[src/rtl/mmio_pkg.sv]
`default_nettype none
// ==== mmio_pkg : shared encodings for the MMIO UART transmitter ==== rev 1.0
package mmio_pkg;

    typedef enum logic [1:0] {
        ST_IDLE  = 2'd0,
        ST_START = 2'd1,
        ST_DATA  = 2'd2,
        ST_STOP  = 2'd3
    } tx_state_e;

    localparam logic [11:0] DEF_TX_ADDR     = 12'hFFF;
    localparam logic [11:0] DEF_STATUS_ADDR = 12'hFFE;

    localparam int STAT_BUSY    = 0;
    localparam int STAT_FULL    = 1;
    localparam int STAT_OVF     = 2;
    localparam int STAT_CNT_LSB = 4;
    localparam int STAT_CNT_W   = 5;

endpackage
`default_nettype wire

[src/rtl/mmio_uart_tx_if.sv]
`default_nettype none
// ==== mmio_uart_tx_if : processor/dmem data-port bundle ==== rev 1.0
interface mmio_uart_tx_if;
    logic [11:0] address_dmem;
    logic [31:0] data;
    logic        wren;
    logic [31:0] q_ram;
    logic [31:0] q_dmem;
    logic        wren_ram;

    modport master (
        output address_dmem, data, wren, q_ram,
        input  q_dmem, wren_ram
    );

    modport slave (
        input  address_dmem, data, wren, q_ram,
        output q_dmem, wren_ram
    );
endinterface
`default_nettype wire

[src/rtl/mmio_tx_fifo.sv]
`default_nettype none
// ==== mmio_tx_fifo : byte FIFO, combinational read at the read pointer ==== rev 1.0
module mmio_tx_fifo #(
    parameter int DEPTH = 16
) (
    input  logic                     clock,
    input  logic                     reset,
    input  logic                     push_i,
    input  logic                     pop_i,
    input  logic [7:0]               din_i,
    output logic [7:0]               dout_o,
    output logic [$clog2(DEPTH):0]   count_o,
    output logic                     full_o,
    output logic                     empty_o
);
    localparam int AW = $clog2(DEPTH);
    localparam int CW = AW + 1;

    logic [7:0]    mem_q [DEPTH];
    logic [AW-1:0] wr_ptr_q, wr_ptr_d;
    logic [AW-1:0] rd_ptr_q, rd_ptr_d;
    logic [CW-1:0] count_q, count_d;
    logic          wr_en, rd_en;

    assign full_o  = (count_q == CW'(DEPTH));
    assign empty_o = (count_q == '0);
    assign dout_o  = mem_q[rd_ptr_q];
    assign count_o = count_q;

    // A push into a full FIFO is only legal when a pop frees the slot on the same edge.
    assign wr_en = push_i & (~full_o | pop_i);
    assign rd_en = pop_i & ~empty_o;

    always_comb begin
        wr_ptr_d = wr_ptr_q;
        rd_ptr_d = rd_ptr_q;
        count_d  = count_q;
        if (wr_en) wr_ptr_d = wr_ptr_q + AW'(1);
        if (rd_en) rd_ptr_d = rd_ptr_q + AW'(1);
        case ({wr_en, rd_en})
            2'b10:   count_d = count_q + CW'(1);
            2'b01:   count_d = count_q - CW'(1);
            default: count_d = count_q;
        endcase
    end

    always_ff @(posedge clock or negedge reset) begin
        if (!reset) begin
            wr_ptr_q <= '0;
            rd_ptr_q <= '0;
            count_q  <= '0;
        end else begin
            wr_ptr_q <= wr_ptr_d;
            rd_ptr_q <= rd_ptr_d;
            count_q  <= count_d;
        end
    end

    always_ff @(posedge clock) begin
        if (wr_en) mem_q[wr_ptr_q] <= din_i;
    end

endmodule
`default_nettype wire

[src/rtl/mmio_uart_tx.sv]
`default_nettype none
// ==== mmio_uart_tx : dmem-port MMIO UART transmitter, 8N1 with byte FIFO ==== rev 1.0
module mmio_uart_tx
    import mmio_pkg::*;
#(
    parameter int          CLKS_PER_BIT = 434,
    parameter int          FIFO_DEPTH   = 16,
    parameter logic [11:0] TX_ADDR      = DEF_TX_ADDR,
    parameter logic [11:0] STATUS_ADDR  = DEF_STATUS_ADDR
) (
    input  logic           clock,
    input  logic           reset,
    mmio_uart_tx_if.slave  bus,
    output logic           uart_tx,
    output logic           tx_busy
);
    localparam int            BW       = $clog2(CLKS_PER_BIT);
    localparam int            CW       = $clog2(FIFO_DEPTH) + 1;
    localparam logic [BW-1:0] BAUD_MAX = BW'(CLKS_PER_BIT - 1);

    logic          hit_tx, hit_st, push, clr_ovf;
    logic          fifo_pop, fifo_full, fifo_empty;
    logic [7:0]    fifo_dout;
    logic [CW-1:0] fifo_count;
    logic [31:0]   status;
    logic          unused_data_hi;

    tx_state_e     state_q, state_d;
    logic [BW-1:0] baud_q, baud_d;
    logic [2:0]    bit_q, bit_d;
    logic [7:0]    shift_q, shift_d;
    logic          tx_q, tx_d;
    logic          ovf_q, ovf_d;
    logic          baud_last;

    assign hit_tx  = (bus.address_dmem == TX_ADDR);
    assign hit_st  = (bus.address_dmem == STATUS_ADDR);
    assign push    = bus.wren & hit_tx;
    assign clr_ovf = bus.wren & hit_st;
    assign unused_data_hi = ^bus.data[31:8];

    assign bus.wren_ram = bus.wren & ~hit_tx & ~hit_st;
    assign bus.q_dmem   = hit_st ? status : bus.q_ram;

    assign tx_busy = (state_q != ST_IDLE) | (fifo_count != '0);
    assign uart_tx = tx_q;

    always_comb begin
        status = '0;
        status[STAT_BUSY] = tx_busy;
        status[STAT_FULL] = fifo_full;
        status[STAT_OVF]  = ovf_q;
        status[STAT_CNT_LSB +: STAT_CNT_W] = STAT_CNT_W'(fifo_count);
    end

    // A fresh overflow on the clearing edge takes priority over the clear.
    assign ovf_d = (push & fifo_full & ~fifo_pop) | (ovf_q & ~clr_ovf);

    mmio_tx_fifo #(.DEPTH(FIFO_DEPTH)) u_fifo (
        .clock   (clock),
        .reset   (reset),
        .push_i  (push),
        .pop_i   (fifo_pop),
        .din_i   (bus.data[7:0]),
        .dout_o  (fifo_dout),
        .count_o (fifo_count),
        .full_o  (fifo_full),
        .empty_o (fifo_empty)
    );

    assign baud_last = (baud_q == BAUD_MAX);

    always_comb begin
        state_d  = state_q;
        baud_d   = baud_q;
        bit_d    = bit_q;
        shift_d  = shift_q;
        fifo_pop = 1'b0;
        case (state_q)
            ST_IDLE: begin
                baud_d = '0;
                if (!fifo_empty) begin
                    fifo_pop = 1'b1;
                    shift_d  = fifo_dout;
                    state_d  = ST_START;
                end
            end
            ST_START: begin
                if (baud_last) begin
                    baud_d  = '0;
                    bit_d   = '0;
                    state_d = ST_DATA;
                end else begin
                    baud_d = baud_q + BW'(1);
                end
            end
            ST_DATA: begin
                if (baud_last) begin
                    baud_d  = '0;
                    shift_d = {1'b0, shift_q[7:1]};
                    if (bit_q == 3'd7) begin
                        bit_d   = '0;
                        state_d = ST_STOP;
                    end else begin
                        bit_d = bit_q + 3'd1;
                    end
                end else begin
                    baud_d = baud_q + BW'(1);
                end
            end
            ST_STOP: begin
                if (baud_last) begin
                    baud_d = '0;
                    if (!fifo_empty) begin
                        fifo_pop = 1'b1;
                        shift_d  = fifo_dout;
                        state_d  = ST_START;
                    end else begin
                        state_d = ST_IDLE;
                    end
                end else begin
                    baud_d = baud_q + BW'(1);
                end
            end
            default: state_d = ST_IDLE;
        endcase

        // Line level is registered from the next state so the pin never glitches.
        case (state_d)
            ST_START: tx_d = 1'b0;
            ST_DATA:  tx_d = shift_d[0];
            default:  tx_d = 1'b1;
        endcase
    end

    always_ff @(posedge clock or negedge reset) begin
        if (!reset) begin
            state_q <= ST_IDLE;
            baud_q  <= '0;
            bit_q   <= '0;
            shift_q <= '0;
            tx_q    <= 1'b1;
            ovf_q   <= 1'b0;
        end else begin
            state_q <= state_d;
            baud_q  <= baud_d;
            bit_q   <= bit_d;
            shift_q <= shift_d;
            tx_q    <= tx_d;
            ovf_q   <= ovf_d;
        end
    end

endmodule
`default_nettype wire

[src/flat_wrapper.sv]
// flat-port wrapper written by rule: the top's interface ports become plain ports
module mmio_uart_tx_flat import mmio_pkg::*;
#(
    parameter int          CLKS_PER_BIT = 434,
    parameter int          FIFO_DEPTH   = 16,
    parameter logic [11:0] TX_ADDR      = DEF_TX_ADDR,
    parameter logic [11:0] STATUS_ADDR  = DEF_STATUS_ADDR
)
  (clock, reset, uart_tx, tx_busy, bus_address_dmem, bus_data, bus_wren, bus_q_ram, bus_q_dmem, bus_wren_ram);
  mmio_uart_tx_if bus_i ();
  input  logic clock;
  input  logic reset;
  output logic uart_tx;
  output logic tx_busy;
  input wire logic [$bits(bus_i.address_dmem)-1:0] bus_address_dmem;
  input wire logic [$bits(bus_i.data)-1:0] bus_data;
  input wire logic [$bits(bus_i.wren)-1:0] bus_wren;
  input wire logic [$bits(bus_i.q_ram)-1:0] bus_q_ram;
  output wire logic [$bits(bus_i.q_dmem)-1:0] bus_q_dmem;
  output wire logic [$bits(bus_i.wren_ram)-1:0] bus_wren_ram;
  assign bus_i.address_dmem = bus_address_dmem;
  assign bus_i.data = bus_data;
  assign bus_i.wren = bus_wren;
  assign bus_i.q_ram = bus_q_ram;
  assign bus_q_dmem = bus_i.q_dmem;
  assign bus_wren_ram = bus_i.wren_ram;
  mmio_uart_tx #(.CLKS_PER_BIT(CLKS_PER_BIT), .FIFO_DEPTH(FIFO_DEPTH), .TX_ADDR(TX_ADDR), .STATUS_ADDR(STATUS_ADDR)) u_core (.clock(clock), .reset(reset), .bus(bus_i), .uart_tx(uart_tx), .tx_busy(tx_busy));
endmodule
[config.mk]
export PLATFORM = sky130hd
export DESIGN_NAME = mmio_uart_tx_flat
export DESIGN_NICKNAME = d
export VERILOG_FILES = /design/src/rtl/mmio_pkg.sv /design/src/rtl/mmio_uart_tx_if.sv /design/src/rtl/mmio_tx_fifo.sv /design/src/rtl/mmio_uart_tx.sv /design/src/flat_wrapper.sv
export SDC_FILE = /design/constraint.sdc
export NUM_CORES = 1
export LEC_CHECK = 0
export CAP_MARGIN = 30
export CORE_MARGIN = 2
export CORE_UTILIZATION = 49
export CTS_CLUSTER_DIAMETER = 60
export CTS_CLUSTER_SIZE = 10
export DETAILED_ROUTE_END_ITERATION = 10
export PLACE_DENSITY = 0.81
export SLEW_MARGIN = 15
export SYNTH_ARGS = -nofsm -noshare
export SYNTH_HDL_FRONTEND = slang
export SYNTH_SLANG_ARGS = --single-unit
[constraint.sdc]
create_clock -name clock -period 3.1 [get_ports clock]
set_input_delay 0.775 -clock clock [delete_from_list [all_inputs] [get_ports clock]]
set_output_delay 0.775 -clock clock [all_outputs]
set_load 0.02 [all_outputs]
==> out/results.md, run 1 <==
| Item | This run | Unit |
|:---|:---|:---|
| Crit. End Element | primary output | - |
| Post-synthesis cell type with the largest combined area | sky130_fd_sc_hd__edfxtp_1 | - |
| Pin count of the biggest net entering global routing | 38 | - |
| # IOs | 114 | - |
| Minimum setup slack among reg-to-reg paths | 0.24 | ns |
| Hold Buf Count CTS | 0 | - |
| Layout overhead on the synthesized area | 24.2 | % |
| Total chip power | 4670 | uW |
| Skew final | 0.0123 | ns |
| Count of inserted antenna diode cells | 0 | - |
| Remaining routing DRC violations | 0 | - |
| Power density relative to cell area | 510 | nW/um^2 |
| Placer's final routability congestion estimate | 0.788 | - |
| Setup slack after placement | -0.519 | ns |
| Slew at the pin closest to its max-slew limit | 0.827 | ns |
| Total core area | 14600 | um^2 |
| Commonest non-fill, non-tap cell in the layout | sky130_fd_sc_hd__edfxtp_1 | - |
| Count of yosys warnings during synthesis | 0 | - |
| Layout cell share with drive strength beyond 1 | 0.242 | - |
| Maximum operating frequency | 0.332 | GHz |
| Instance area at placement | 8570 | um^2 |
| Syn avg cell area | 16.4 | um^2 |
| All-Layer GR Usage | 0.206 | - |
| Number of levels in the clock H-tree | 4 | - |
| Number of enable-type register cells in the synthesized netlist | 128 | - |
| Initial DRC Count | 387 | - |
| Hold violation count in the final report | 0 | - |
| Share of async-settable or async-resettable flops after synthesis | 0.224 | - |
| Average detailed-routed wire length per instance | 20.3 | um |
| Max_cap viols | 0 | - |
| Clock-pin slew on the worst setup and hold paths | 0.06 | ns |
| Crit path setup slack, layout | 0.0858 | ns |
| Final HPWL from detailed placement | 10500 | um |
| # nets final | 663 | - |
| Cell Rows | 44 | - |
| Remaining global-route overflow | 0 | - |
| Final Max Tran Viols | 0 | - |
| Final clock period utilization by the worst path | 0.972 | - |
| Launching element type of the critical path | input port | - |
| Number of detailed-route iterations in the first pass | 5 | - |
| Count of vias placed by the detailed router | 4376 | - |
| Maximum clock path buffer count | 2 | - |
| Arrival time at the worst endpoint | 2.24 | ns |
| Initial cell density of the core | 0.504 | - |
| TritonCTS clock tree | built | - |
| Synth area leaders | sky130_fd_sc_hd__edfxtp_1 (52%), sky130_fd_sc_hd__dfrtp_1 (12%), sky130_fd_sc_hd__mux4_2 (9.1%) | - |
| First-pass GRT wire length | 25000 | um |
| Share of the synthesized area in the top cell type | 0.521 | - |
| TritonCTS buffer count | 17 | - |
| Part of the Yosys area used for sequential elements | 0.646 | - |
| Total Die Area | 16100 | um^2 |
| Flip-flop cell with the highest count after synthesis | sky130_fd_sc_hd__edfxtp_1 | - |
| Filler Cell Count | 1013 | - |
| Synthesized net count | 547 | - |
| Cells after synthesis | 450 | - |
| Die W | 127 | um |
| CP Data Required Time | 2.32 | ns |
| Class of the most critical hold timing path | input port to async pin | - |
| Worst Setup Path Type | input port to primary output | - |
| Distinct cell type count after synthesis | 54 | - |
| Slew margin rel. | 0.449 | - |
| Final setup fails | 0 | - |
| Initial antenna violation count | 0 | - |
| Static leakage | 0.00343 | uW |
| Mapped Area | 7380 | um^2 |
| Max rail drop VDD | 0.529 | mV |
| Time the final worst path needs with I/O delays and setup | 3.01 | ns |
| Later-pin clock latency in the skew report | 0.43 | ns |
| Post-route cell area | 9170 | um^2 |
| Post-DR vias/cell | 5.74 | - |
| Highest-count cells in the layout ignoring fill and taps | sky130_fd_sc_hd__edfxtp_1 (128), sky130_fd_sc_hd__clkdlybuf4s50_1 (43), sky130_fd_sc_hd__dfrtp_1 (34), sky130_fd_sc_hd__mux4_2 (30), sky130_fd_sc_hd__buf_4 (29) | - |
| Detail Route Antenna Nets | 0 | - |
| Root Buffer | sky130_fd_sc_hd__clkbuf_16 | - |
| Number of buffers inserted by port buffering | 89 | - |
| DIE HEIGHT | 127 | um |
| Outcome | finished clean | - |
| CP max FO | 2 | - |
| Setup repair after global routing missed its margin | false | - |
| Routed wire length | 15500 | um |
| Number of global-route vias before repair | 4583 | - |
| Num Clock Sinks | 165 | - |
| Count of state elements after synthesis | 165 | - |
critical path: stages:
cell and delay (ns):
sky130_fd_sc_hd__dlygate4sd2_1 0.22, sky130_fd_sc_hd__nand4_1 0.15, sky130_fd_sc_hd__buf_4 0.18, sky130_fd_sc_hd__nor3_2 0.21
sky130_fd_sc_hd__buf_4 0.14, sky130_fd_sc_hd__nor2b_1 0.04, sky130_fd_sc_hd__clkdlybuf4s50_1 0.53
final cells by class:
type,instances,area [um^2],area share
sequential,165,4770,0.521
multi-input combinational,249,2450,0.267
timing repair buffer,122,1080,0.118
clock buffer,17,425,0.0464
tap,184,230,0.0251
clock inverter,15,169,0.0184
inverter,11,41.3,0.00450
registers in the layout (all words and copies together), names as in the netlist:
signal / cells
u_core.u_fifo.mem_q: 128
u_core.u_fifo.rd_ptr_q: 4
u_core.shift_q: 8
u_core.u_fifo.wr_ptr_q: 4
u_core.u_fifo.count_o: 5
u_core.uart_tx: 1
u_core.bit_q: 3
u_core.state_q: 2
u_core.baud_q: 9
u_core.ovf_q: 1
power breakdown:
group	switching [uW]	internal, uW
Sequential	1.35	2390
Clock	902	1210
Combinational	87.4	87.4
Total	990	3680
cell usage after synthesis (all sizes together), types with 5 or more instances:
cell	count
dfrtp	36
mux4	39
buf	13
a21oi	9
nor2	19
nor3	14
ha	18
nand3	13
nand2	18
o21ai	7
nand4	5
mux2	8
a22oi	7
nor2b	28
clkbuf	12
inv	11
xnor2	12
edfxtp	128
xor2	7
and3	12
cells by family (layout without fill, tap and decap cells):
family,after synthesis,in the layout,synth area share
flip-flops,165,165,0.646
adder cells (fa/ha/maj),18,18,0.0305
multiplexers,51,51,0.141
AND/OR/NAND/NOR,121,121,0.0940
XOR/XNOR,19,19,0.0225
buffers and inverters,36,165,0.0254
AO/OA/AOI/OAI,40,40,0.0403
worst paths after layout:
path,cells after the start,startpoint,endpoint
max reg2reg,13,u_core.state_q[0],u_core.u_fifo.count_o[4]
min reg2reg,1,u_core.ovf_q,u_core.ovf_q
max in group asynchronous,1,reset,u_core.u_fifo.rd_ptr_q[0]
max,7,bus_address_dmem[1],bus_wren_ram
min in group clock,1,u_core.ovf_q,u_core.ovf_q
min,1,reset,u_core.baud_q[8]
timing repair:
action	in CTS	in global routing
setup endpoints to repair	34	22
resized for setup	57	40
cloned	2	0
pin swaps	4	3
endpoints found under the hold margin	0	0
buffers inserted	5	0
metal layers:
| metal | GRT usage | wire length (um) |
|---|---|---|
| met5 | 0 | 0 |
| met4 | 0.0640 | 144 |
| met3 | 0.0489 | 837 |
| met2 | 0.361 | 8220 |
| met1 | 0.255 | 6270 |
metrics by stage:
stage	utilization	instances	setup TNS (ns)	hold slack [ns]
6_report	0.626	763	0	0.447
2_1_floorplan	-	450	0	0.454
4_1_cts	0.631	763	0	0.467
5_1_grt	0.626	763	0	0.517
3_3_place_gp	0.585	724	-11.92	0.474
3_5_place_dp	0.585	724	-17.47	0.486
(Power assumes the default switching activity.)
==> run 2: changes to the inputs <==
--- a/config.mk
+++ b/config.mk
@@ -6,12 +6,14 @@
 export NUM_CORES = 1
 export LEC_CHECK = 0
 export CAP_MARGIN = 30
+export CELL_PAD_IN_SITES_DETAIL_PLACEMENT = 0
+export CELL_PAD_IN_SITES_GLOBAL_PLACEMENT = 1
 export CORE_MARGIN = 2
-export CORE_UTILIZATION = 49
+export CORE_UTILIZATION = 45
 export CTS_CLUSTER_DIAMETER = 60
 export CTS_CLUSTER_SIZE = 10
 export DETAILED_ROUTE_END_ITERATION = 10
-export PLACE_DENSITY = 0.81
+export PLACE_DENSITY = 0.83
 export SLEW_MARGIN = 15
 export SYNTH_ARGS = -nofsm -noshare
 export SYNTH_HDL_FRONTEND = slang
==> constraint.sdc (replaced) <==
create_clock -name clock -period 3 [get_ports clock]
set_input_delay 0.75 -clock clock [delete_from_list [all_inputs] [get_ports clock]]
set_output_delay 0.75 -clock clock [all_outputs]
set_load 0.02 [all_outputs]
==> out/results.md, run 2 (synthesis gave the netlist of run 1 again) <==
| Item | This run | Unit | Change |
|:---|:---|:---|:---|
| CP max FO | 3 | - | +1 |
| Biggest register | u_core.u_fifo.mem_q | - |  |
| Worst Setup Path Type | input port to primary output | - |  |
| Pin count of the biggest net entering global routing | 38 | - | unchanged |
| Filler Cell Count | 1199 | - | +18% |
| Cell Rows | 46 | - | +4.5% |
| Last element of the critical path | bus_q_dmem[13] | - |  |
| Register share of total power | 0.508 | - | -0.003 |
| Cell internal pwr | 3750 | uW | +2.0% |
| Static leakage | 0.00353 | uW | +2.9% |
| Slew at the pin closest to its max-slew limit | 0.845 | ns | +0.0183 ns |
| Proportion of power drawn by the clock network | 0.454 | - | +0.002 |
| All-Layer GR Usage | 0.190 | - | -0.0161 |
| TritonCTS clock tree | built | - |  |
| Initial DRC Count | 357 | - | -7.8% |
| Maximum operating frequency | 0.341 | GHz |  |
| Number of buffers inserted by port buffering | 89 | - | unchanged |
| Utilization after layout | 0.597 | - | -0.0294 |
| Regs by FF count | u_core.u_fifo.mem_q x128, u_core.baud_q x9, u_core.shift_q x8 | - |  |
| Hold Buf Count CTS | 0 | - | unchanged |
| Max rail drop VDD | 0.590 | mV | +12% |
| DIE HEIGHT | 132 | um | +4.2% |
| Final setup fails | 0 | - | unchanged |
| Final clock period utilization by the worst path | 0.978 | - |  |
| Clock-pin slew on the worst setup and hold paths | 0.07 | ns | about the same |
| First-pass GRT wire length | 25200 | um | +1.1% |
| Placer's final routability congestion estimate | 0.811 | - | +2.9% |
| Final HPWL from detailed placement | 10700 | um | +1.9% |
| Time the final worst path needs with I/O delays and setup | 2.93 | ns |  |
| Initial cell density of the core | 0.463 | - | -0.0411 |
| Arrival time at the worst endpoint | 2.18 | ns | -0.06 ns |
| Die W | 132 | um | +4.2% |
| Number of levels in the clock H-tree | 4 | - | unchanged |
| Origin of the worst setup path | bus_address_dmem[5] | - |  |
| Highest-count cells in the layout ignoring fill and taps | sky130_fd_sc_hd__edfxtp_1 (128), sky130_fd_sc_hd__clkdlybuf4s50_1 (42), sky130_fd_sc_hd__dfrtp_1 (35), sky130_fd_sc_hd__mux4_2 (30), sky130_fd_sc_hd__buf_4 (30) | - |  |
| Number of global-route vias before repair | 4586 | - | +0.065% |
| Minimum setup slack among reg-to-reg paths | 0.09 | ns | -0.15 ns |
| Max_cap viols | 0 | - | unchanged |
| Remaining global-route overflow | 0 | - | unchanged |
| Power dissipated by switching net loads | 1100 | uW | +11% |
| Max FFs per register | 128 | - | unchanged |
| FF-to-FF Start | u_core.baud_q[6] | - |  |
| Total chip power | 4850 | uW | +3.8% |
| Initial antenna violation count | 0 | - | unchanged |
| Count of inserted antenna diode cells | 0 | - | unchanged |
| # nets final | 678 | - | +2.3% |
| Layout cell share with drive strength beyond 1 | 0.279 | - | +0.0377 |
| # IOs | 114 | - | unchanged |
| Num Clock Sinks | 165 | - | unchanged |
| Number of detailed-route iterations in the first pass | 5 | - | unchanged |
| Power density relative to cell area | 510 | nW/um^2 | about the same |
| Switch share | 0.226 | - | +0.0141 |
| Setup repair after global routing missed its margin | true | - |  |
| Layout overhead on the synthesized area | 28.8 | % |  |
| Outcome | finished clean | - |  |
| CP Data Required Time | 2.25 | ns | -0.07 ns |
| Launching element type of the critical path | input port | - |  |
| Total core area | 15900 | um^2 | +8.9% |
| Maximum clock path buffer count | 2 | - | unchanged |
| Total Die Area | 17500 | um^2 | +8.6% |
| Later-pin clock latency in the skew report | 0.43 | ns | about the same |
| Cell depth of the worst flop-to-flop path | 13 | - | unchanged |
| Post-DR vias/cell | 5.40 | - | -5.8% |
| Average detailed-routed wire length per instance | 19.6 | um | -3.5% |
| Crit. End Element | primary output | - |  |
| Combinational fraction of design power | 0.038 | - | about the same |
| Count of vias placed by the detailed router | 4377 | - | +0.023% |
| Slew margin rel. | 0.436 | - | -0.0122 |
| Final Max Tran Viols | 0 | - | unchanged |
| Detail Route Antenna Nets | 0 | - | unchanged |
| Commonest non-fill, non-tap cell in the layout | sky130_fd_sc_hd__edfxtp_1 | - |  |
| Endpoint of the lowest-slack register-to-register path | u_core.u_fifo.count_o[4] | - |  |
| TritonCTS buffer count | 17 | - | unchanged |
| Skew final | 0.00929 | ns | -0.00297 ns |
| Remaining routing DRC violations | 0 | - | unchanged |
| Routed wire length | 15900 | um | +2.4% |
| Class of the most critical hold timing path | input port to async pin | - |  |
| Hold violation count in the final report | 0 | - | unchanged |
| Root Buffer | sky130_fd_sc_hd__clkbuf_16 | - |  |
-- run 2: changes by cell type in the layout (fill, tap and decap cells not counted), sizes merged --
cell / before / now
bufinv: 2 / 1
bufbuf: 2 / 0
dlygate4sd2: 24 / 12
inv: 18 / 19
buf: 34 / 58
clkdlybuf4s50: 43 / 42
clkdlybuf4s15: 0 / 7
dlymetal6s2s: 1 / 0
-- run 2: worst min-delay path by stage --
stage / slack [ns] / end / cells after the start / startpoint
after floorplan: 0.45 / u_core.baud_q[0] / 0 / reset
after global placement: 0.48 / u_core.bit_q[1] / 1 / u_core.bit_q[1]
after detailed placement: 0.49 / u_core.bit_q[0] / 1 / u_core.bit_q[0]
after CTS: 0.45 / u_core.baud_q[5] / 1 / reset
after global routing: 0.49 / u_core.shift_q[1] / 1 / reset
final: 0.42 / u_core.bit_q[1] / 1 / reset
-- run 2: per-layer routing --
metal | vias to the layer above | share of wire | track usage
li1 | 2015 | - | -
met3 | 17 | 0.038 | 0.0381
met1 | 2238 | 0.42 | 0.246
met2 | 107 | 0.53 | 0.321
met4 | 0 | 0.013 | 0.0634
met5 | - | 0 | 0
-- run 2: metrics by stage --
stage | worst slack [ns] | std cells | cell area (um^2) | setup TNS [ns] | hold WS, ns
after floorplan | 0.0109 | 450 | 7390 | 0 | 0.454
after global placement | -0.535 | 770 | 8910 | -14.16 | 0.481
after detailed placement | -0.553 | 770 | 8910 | -16.62 | 0.492
after CTS | 0.000332 | 809 | 9590 | 0 | 0.446
after global routing | -0.0771 | 810 | 9510 | -0.0778 | 0.486
final | 0.0669 | 810 | 9510 | 0 | 0.418
-- run 2: timing repair --
item | CTS | global route
setup endpoints to repair | 35 | 23
gates cloned | 2 | 0
setup buffers | 5 | 2
resized for setup | 106 | 27
pin swaps | 3 | 3
-- run 2: power by group through the flow --
stage	logic (uW)	clock network [uW]	registers, uW
after floorplan	53.4	0	2510
after global placement	200	0	2510
after detailed placement	206	0	2510
after CTS	191	2240	2470
after global routing	199	2320	2460
final	185	2200	2470
-- run 2: worst max-delay path, cell delays in order --
cell and delay (ns):
sky130_fd_sc_hd__clkdlybuf4s15_1 0.17, sky130_fd_sc_hd__nand4_1 0.17, sky130_fd_sc_hd__nor4_4 0.30, sky130_fd_sc_hd__buf_4 0.18
sky130_fd_sc_hd__clkbuf_16 0.14, sky130_fd_sc_hd__buf_4 0.10, sky130_fd_sc_hd__nor2b_1 0.04, sky130_fd_sc_hd__dlygate4sd2_1 0.33
-- run 2: area by class of cell --
class / count / area [um^2] / share of cell area
flip-flops and latches: 165 / 4770 / 0.502
multi-input cells: 249 / 2470 / 0.260
repair buffers: 137 / 1350 / 0.142
clock buffers: 17 / 425 / 0.0447
well taps: 216 / 270 / 0.0284
clock inverters: 15 / 184 / 0.0193
inverters: 11 / 41.3 / 0.00434
